**src/rtl/hazard_stall_controller_if.sv**
```systemverilog
// -----------------------------------------------------------------------------
// hazard_stall_controller_if
//   Bundles the pipeline-side signals of the hazard/stall controller.
//   The pipeline (master) supplies the decoded ID/EX hazard information and
//   consumes the interlock controls. The controller (slave) does the reverse.
//
//   Pipeline -> controller:
//     ID_rs, ID_rt     source register fields of the instruction in ID
//     ID_UsesRt        ID instruction reads rt as a source
//     EX_MemRead       instruction in EX is a load
//     EX_rt            destination register of the load in EX
//     ID_MduStart      ID instruction is mult/multu/div/divu
//     ID_MduRead       ID instruction is mfhi/mflo
//     ID_BranchTaken   branch in ID resolved taken, or jump in ID
//   Controller -> pipeline:
//     PC_Write, IFID_Write, IFID_Flush, IDEX_Bubble   interlock controls
//     MDU_Start        one-cycle start pulse to the MDU
//     MDU_Busy         MDU still counting down its latency
//     Stall_Count      saturating count of stall cycles since reset
// -----------------------------------------------------------------------------
interface hazard_stall_controller_if #(
  parameter int PERF_W = 16
);
  logic [4:0]        ID_rs;
  logic [4:0]        ID_rt;
  logic              ID_UsesRt;
  logic              EX_MemRead;
  logic [4:0]        EX_rt;
  logic              ID_MduStart;
  logic              ID_MduRead;
  logic              ID_BranchTaken;

  logic              PC_Write;
  logic              IFID_Write;
  logic              IFID_Flush;
  logic              IDEX_Bubble;
  logic              MDU_Start;
  logic              MDU_Busy;
  logic [PERF_W-1:0] Stall_Count;

  modport master (
    output ID_rs, ID_rt, ID_UsesRt, EX_MemRead, EX_rt,
           ID_MduStart, ID_MduRead, ID_BranchTaken,
    input  PC_Write, IFID_Write, IFID_Flush, IDEX_Bubble,
           MDU_Start, MDU_Busy, Stall_Count
  );

  modport slave (
    input  ID_rs, ID_rt, ID_UsesRt, EX_MemRead, EX_rt,
           ID_MduStart, ID_MduRead, ID_BranchTaken,
    output PC_Write, IFID_Write, IFID_Flush, IDEX_Bubble,
           MDU_Start, MDU_Busy, Stall_Count
  );
endinterface

```
**src/rtl/hazard_stall_controller.sv**
```systemverilog
// -----------------------------------------------------------------------------
// hazard_stall_controller
//   Pipeline interlock sequencer for the 5-stage MIPS core. Handles the hazards
//   forwarding cannot: stalls IF/ID on load-use and while the multiply/divide
//   unit is busy, squashes IF/ID on a taken branch/jump, issues MDU start
//   pulses and keeps a saturating stall-cycle counter.
//
//   Ports:
//     clk       rising-edge clock
//     reset_n   asynchronous active-low reset
//     hz        slave side of hazard_stall_controller_if (hazard inputs,
//               interlock outputs, MDU start/busy, Stall_Count)
//
//   Parameters:
//     MDU_LATENCY  cycles the MDU stays busy after an accepted start
//                  (legal range 1 .. 2**CNT_W-1)
//     CNT_W        width of the MDU busy down-counter
//     PERF_W       width of Stall_Count; must match the interface PERF_W
// -----------------------------------------------------------------------------
module hazard_stall_controller #(
  parameter int MDU_LATENCY = 32,
  parameter int CNT_W       = 6,
  parameter int PERF_W      = 16
) (
  input  logic                    clk,
  input  logic                    reset_n,
  hazard_stall_controller_if.slave hz
);

  typedef enum logic {
    RUN      = 1'b0,
    MDU_BUSY = 1'b1
  } state_t;

  localparam logic [CNT_W-1:0]  LAT_LOAD = CNT_W'(MDU_LATENCY);
  localparam logic [PERF_W-1:0] PERF_MAX = '1;

  state_t            state;
  logic [CNT_W-1:0]  cnt;
  logic [PERF_W-1:0] stall_count;

  logic mdu_busy;
  logic lu;
  logic mduh;
  logic stall;
  logic mdu_start;

  // The FSM state mirrors (cnt != 0); it is kept so the busy flag comes
  // straight from a flop rather than a CNT_W-wide OR.
  assign mdu_busy = (state == MDU_BUSY);

  // Hazard detection. $0 is hardwired to zero, so a load into it can never
  // produce a value the ID instruction has to wait for.
  always_comb begin
    // NOTE: every signal driven here gets a default first, so no path can
    // leave it unassigned and infer a latch.
    lu        = 1'b0;
    mduh      = 1'b0;
    stall     = 1'b0;
    mdu_start = 1'b0;

    lu = hz.EX_MemRead && (hz.EX_rt != 5'd0) &&
         ((hz.EX_rt == hz.ID_rs) || (hz.ID_UsesRt && (hz.EX_rt == hz.ID_rt)));
    // A new start while busy is held here too, so the counter is never
    // reloaded mid-count.
    mduh      = mdu_busy && (hz.ID_MduRead || hz.ID_MduStart);
    stall     = lu || mduh;
    mdu_start = hz.ID_MduStart && !stall;
  end

  // Stall wins over flush: a branch held in ID re-resolves once the stall
  // clears, so squashing IF/ID now would drop the delay-slot fetch twice.
  assign hz.PC_Write    = !stall;
  assign hz.IFID_Write  = !stall;
  assign hz.IDEX_Bubble = stall;
  assign hz.IFID_Flush  = !stall && hz.ID_BranchTaken;
  assign hz.MDU_Start   = mdu_start;
  assign hz.MDU_Busy    = mdu_busy;
  assign hz.Stall_Count = stall_count;

  // NOTE: all state uses non-blocking assignments so every flop samples the
  // pre-edge value of every other flop, independent of statement order.
  always_ff @(posedge clk or negedge reset_n) begin
    if (!reset_n) begin
      // NOTE: every flop here carries control meaning, so all are reset;
      // an in-flight MDU operation is simply abandoned.
      state       <= RUN;
      cnt         <= '0;
      stall_count <= '0;
    end else begin
      if (mdu_start) begin
        cnt   <= LAT_LOAD;
        state <= MDU_BUSY;
      end else if (cnt != '0) begin
        cnt <= cnt - CNT_W'(1);
        if (cnt == CNT_W'(1)) begin
          state <= RUN;
        end
      end

      if (stall && (stall_count != PERF_MAX)) begin
        stall_count <= stall_count + PERF_W'(1);
      end
    end
  end

endmodule
```
**src/flat_wrapper.sv**
```systemverilog
// flat-port wrapper written by rule: the top's interface ports become plain ports
module hazard_stall_controller_flat 
#(
  parameter int MDU_LATENCY = 32,
  parameter int CNT_W       = 6,
  parameter int PERF_W      = 16
)
  (clk, reset_n, hz_ID_rs, hz_ID_rt, hz_ID_UsesRt, hz_EX_MemRead, hz_EX_rt, hz_ID_MduStart, hz_ID_MduRead, hz_ID_BranchTaken, hz_PC_Write, hz_IFID_Write, hz_IFID_Flush, hz_IDEX_Bubble, hz_MDU_Start, hz_MDU_Busy, hz_Stall_Count);
  hazard_stall_controller_if #(.PERF_W(PERF_W)) hz_i ();
  input  logic clk;
  input  logic reset_n;
  input wire logic [$bits(hz_i.ID_rs)-1:0] hz_ID_rs;
  input wire logic [$bits(hz_i.ID_rt)-1:0] hz_ID_rt;
  input wire logic [$bits(hz_i.ID_UsesRt)-1:0] hz_ID_UsesRt;
  input wire logic [$bits(hz_i.EX_MemRead)-1:0] hz_EX_MemRead;
  input wire logic [$bits(hz_i.EX_rt)-1:0] hz_EX_rt;
  input wire logic [$bits(hz_i.ID_MduStart)-1:0] hz_ID_MduStart;
  input wire logic [$bits(hz_i.ID_MduRead)-1:0] hz_ID_MduRead;
  input wire logic [$bits(hz_i.ID_BranchTaken)-1:0] hz_ID_BranchTaken;
  output wire logic [$bits(hz_i.PC_Write)-1:0] hz_PC_Write;
  output wire logic [$bits(hz_i.IFID_Write)-1:0] hz_IFID_Write;
  output wire logic [$bits(hz_i.IFID_Flush)-1:0] hz_IFID_Flush;
  output wire logic [$bits(hz_i.IDEX_Bubble)-1:0] hz_IDEX_Bubble;
  output wire logic [$bits(hz_i.MDU_Start)-1:0] hz_MDU_Start;
  output wire logic [$bits(hz_i.MDU_Busy)-1:0] hz_MDU_Busy;
  output wire logic [$bits(hz_i.Stall_Count)-1:0] hz_Stall_Count;
  assign hz_i.ID_rs = hz_ID_rs;
  assign hz_i.ID_rt = hz_ID_rt;
  assign hz_i.ID_UsesRt = hz_ID_UsesRt;
  assign hz_i.EX_MemRead = hz_EX_MemRead;
  assign hz_i.EX_rt = hz_EX_rt;
  assign hz_i.ID_MduStart = hz_ID_MduStart;
  assign hz_i.ID_MduRead = hz_ID_MduRead;
  assign hz_i.ID_BranchTaken = hz_ID_BranchTaken;
  assign hz_PC_Write = hz_i.PC_Write;
  assign hz_IFID_Write = hz_i.IFID_Write;
  assign hz_IFID_Flush = hz_i.IFID_Flush;
  assign hz_IDEX_Bubble = hz_i.IDEX_Bubble;
  assign hz_MDU_Start = hz_i.MDU_Start;
  assign hz_MDU_Busy = hz_i.MDU_Busy;
  assign hz_Stall_Count = hz_i.Stall_Count;
  hazard_stall_controller #(.MDU_LATENCY(MDU_LATENCY), .CNT_W(CNT_W), .PERF_W(PERF_W)) u_core (.clk(clk), .reset_n(reset_n), .hz(hz_i));
endmodule
```
**config.mk**
```make
export PLATFORM = sky130hd
export DESIGN_NAME = hazard_stall_controller_flat
export DESIGN_NICKNAME = d
export VERILOG_FILES = /design/src/rtl/hazard_stall_controller_if.sv /design/src/rtl/hazard_stall_controller.sv /design/src/flat_wrapper.sv
export SDC_FILE = /design/constraint.sdc
export NUM_CORES = 1
export LEC_CHECK = 0
export BUFFER_PORTS_ARGS = -buffer_cell sky130_fd_sc_hd__buf_2
export CORE_AREA = 2 2 71 73
export CTS_BUF_LIST = sky130_fd_sc_hd__clkbuf_2
export CTS_CLUSTER_DIAMETER = 120
export DETAILED_ROUTE_END_ITERATION = 8
export DIE_AREA = 0 0 73 75
export SETUP_SLACK_MARGIN = 0.5
export SLEW_MARGIN = 20
export SYNTH_ARGS = -nofsm -noshare
export SYNTH_HDL_FRONTEND = slang
export SYNTH_SLANG_ARGS = --single-unit
```
**constraint.sdc**
```tcl
create_clock -name clk -period 3.35 [get_ports clk]
set_input_delay 0.8375 -clock clk [delete_from_list [all_inputs] [get_ports clk]]
set_output_delay 0.8375 -clock clk [all_outputs]
set_load 0.02 [all_outputs]
```
==> impl_metrics.ini <==
[clock_network]
ctsHoldBuffers = 0
cts.sinks = 23
cts_max_level = 1
clock_path_buffers = 2
insertion_delay_ns = 0.33
clk_pin_slew_ns = 0.21
cts_tree = done
numCtsBuffers = 3
cts-root-buf = clkbuf_2

[placed_design]
gp_congestion = 0.791
dpl.hpwl_microns = 2310
place.port_buffers = 43

[cells_and_area]
layout-drive-gt1-share_pct = 38.0
diodes = 0
nets = 210
seq_area_sq_um = 576
area_growth_pct = 30.9
fill_cells = 480
multi_input_area_sq_um = 787

[timing]
clock_skew_ns = 0.00368
finalCritPeriodShare_pct = 89.2
rsz0062_at_grt = true
worst_pin_slew_ns = 0.510
slew-limit-headroom_pct = 66.0
hold_violations = 0
setup_viol = 0
fmax_mhz = 335
slew_violations = 0
tns_ns = 0
layout_min_cycle_time_ns = 2.99

[run_status]
status = complete, no violations

[drt]
vias = 1153
drtIter0Drc = 38
ant_nets = 0
routedWlPerCell_microns = 12.7
via_per_inst = 4.84
routed_wirelength_microns = 3020
dr.pass1.iters = 4
drcViolationCount = 0

[logic_synthesis]
synth-edff-count = 0
post-synth-top-area-cell = dfrtp_1
yosysWarnings = 0
synthTopCellsByCount = 23 x dfrtp_1, 15 x nor2_1, 12 x xnor2_1, 11 x xor2_1, 7 x and3_1
synth_top_area_share_pct = 42.0
ys_async_sr_fraction_pct = 100
syn_inst = 134
synth_area_sq_um = 1370
synth_area_leaders = dfrtp_1 42%, xnor2_1 7.7%, xor2_1 7.0%, nor2_1 4.1%, and3_1 3.2%
synthFlopType = dfrtp_1
yosysMostFrequentCell = dfrtp_1
synth.net_count = 159
ys_ff_latch = 23
ys_types = 40
avgSynthCellArea_sq_um = 10.2
ys_seq_area_share_pct = 42.0

[hold_path]
hp-class = in -> async

[grt]
grt_use_total_pct = 12.2
grt_overflow = 0
grt_max_degree = 24
grt_pass1_vias = 1131
antenna_found_initial = 0
grt_pass1_wl_microns = 5220

[floorplanning]
die_height_microns = 75
fp.coreArea_sq_um = 4660
die_w_microns = 73
row_count = 25
die_area_sq_um = 5480
initial_utilization_pct = 29.4
ioPinCount = 44

[setup_path]
end_kind = output pin
startpoint_type = input pin
worstPathMaxFanout = 3
worst_path_max_delay_cell = or4_4
crit_chain = buf_8 > or4_4 > o21ai_4 > nor2_4 > nor3b_4 > buf_6
cp.required_ns = 2.51
arrival_ns = 2.15
r2r_start = u_core.hz.Stall_Count[0]
critPathLaunch = hz_EX_rt[4]
worstSetupPathType = in -> out
slowest_delay_ns = 0.54

[pwr]
peakVddDrop_uv = 205
power.total_w = 0.00112
powerDensity_nw_per_um2 = 625
leakagePower_nw = 0.845

[run]
cap_violations = 0
sequential cells by signal (all words and copies together), names as in the netlist:
register,flops
u_core.cnt,6
u_core.hz.MDU_Busy,1
u_core.hz.Stall_Count,16
cells by family (layout without fill, tap and decap cells):
family	Yosys count	after routing	share of synthesized area [%]
xor gates and xnor gates	23	23	14.7
DFF	23	23	42.0
muxes	2	2	1.64
AOI/OAI and AO/OA	19	19	10.5
buffers and inverters	8	58	3.56
and+or+nand+nor	56	56	24.9
adders and majority gates	3	3	2.74
per-stage QoR:
step | cells | util [%] | setup slack, ns | hold WS (ns) | cell area (sq um)
floorplan | 134 | - | 0.444 | 0.511 | 1400
global placement | 231 | 35.8 | 0.275 | 0.485 | 1670
detailed placement | 231 | 35.8 | 0.239 | 0.483 | 1670
CTS | 237 | 37.5 | 0.357 | 0.424 | 1750
global route | 238 | 38.5 | 0.281 | 0.412 | 1800
finish | 238 | 38.5 | 0.362 | 0.433 | 1800
layout by cell type (no fill, tap or decap), types with 2 or more instances in the layout:
cell type  netlist  layout
buf_4            1       5
o21ai_4          1       2
inv_1            5       4
xnor2_1         12      12
buf_6            2       9
nor3_1           3       3
nand3b_1         2       2
o21ai_0          2       2
xor2_1          11      10
ha_1             3       3
clkbuf_2         0       4
a41oi_1          2       2
and3_1           7       7
nand4_1          4       4
a21oi_1          6       6
nand3_1          6       6
nor2_1          15      15
buf_2            0      34
dfrtp_1         23      23
nand2_1          5       5
nand3_2          3       3
power by group:
| part | switching [W] | internal, W |
|---|---|---|
| Clock | 0.0000815 | 0.0000316 |
| Sequential | 0.000100 | 0.000362 |
| Combinational | 0.000296 | 0.000251 |
| Total | 0.000478 | 0.000645 |
cell type report:
type,instances,share of cell area (%)
multi-input combinational,103,43.8
sequential,23,32.1
timing repair buffer,49,18.0
tap,54,3.76
inverter,5,1.18
clock buffer,4,1.11
worst max-delay path: cells and delay by family:
| family | cells | cell delay, ns |
|---|---|---|
| compound gates | 1 | 0.22 |
| buf+inv | 2 | 0.25 |
| simple gates | 3 | 0.84 |
worst paths after layout:
| path | end | slack [ns] | depth (start not counted) |
|---|---|---|---|
| min in group clk | u_core.hz.Stall_Count[9] | 0.51 | 1 |
| min reg2reg | u_core.hz.Stall_Count[9] | 0.51 | 1 |
| max | hz_MDU_Start | 0.36 | 6 |
| max reg2reg | u_core.hz.Stall_Count[1] | 1.22 | 6 |
| max in group asynchronous | u_core.hz.Stall_Count[11] | 2.58 | 1 |
| min | u_core.cnt[4] | 0.43 | 1 |
metal layers:
metal | up-vias | track usage [%] | part of all wire [%]
li1 | 577 | - | -
met1 | 538 | 16.5 | 46
met2 | 34 | 19.4 | 48
met3 | 4 | 2.81 | 4.8
met4 | 0 | 3.70 | 1.4
met5 | - | 0 | 0
timing repair:
item	4_1_cts	5_1_grt
resized for setup	13	9
pin swaps	7	4
endpoints found under the setup margin	5	5
setup buffers	2	1
Power figures use the tool's default switching activity.
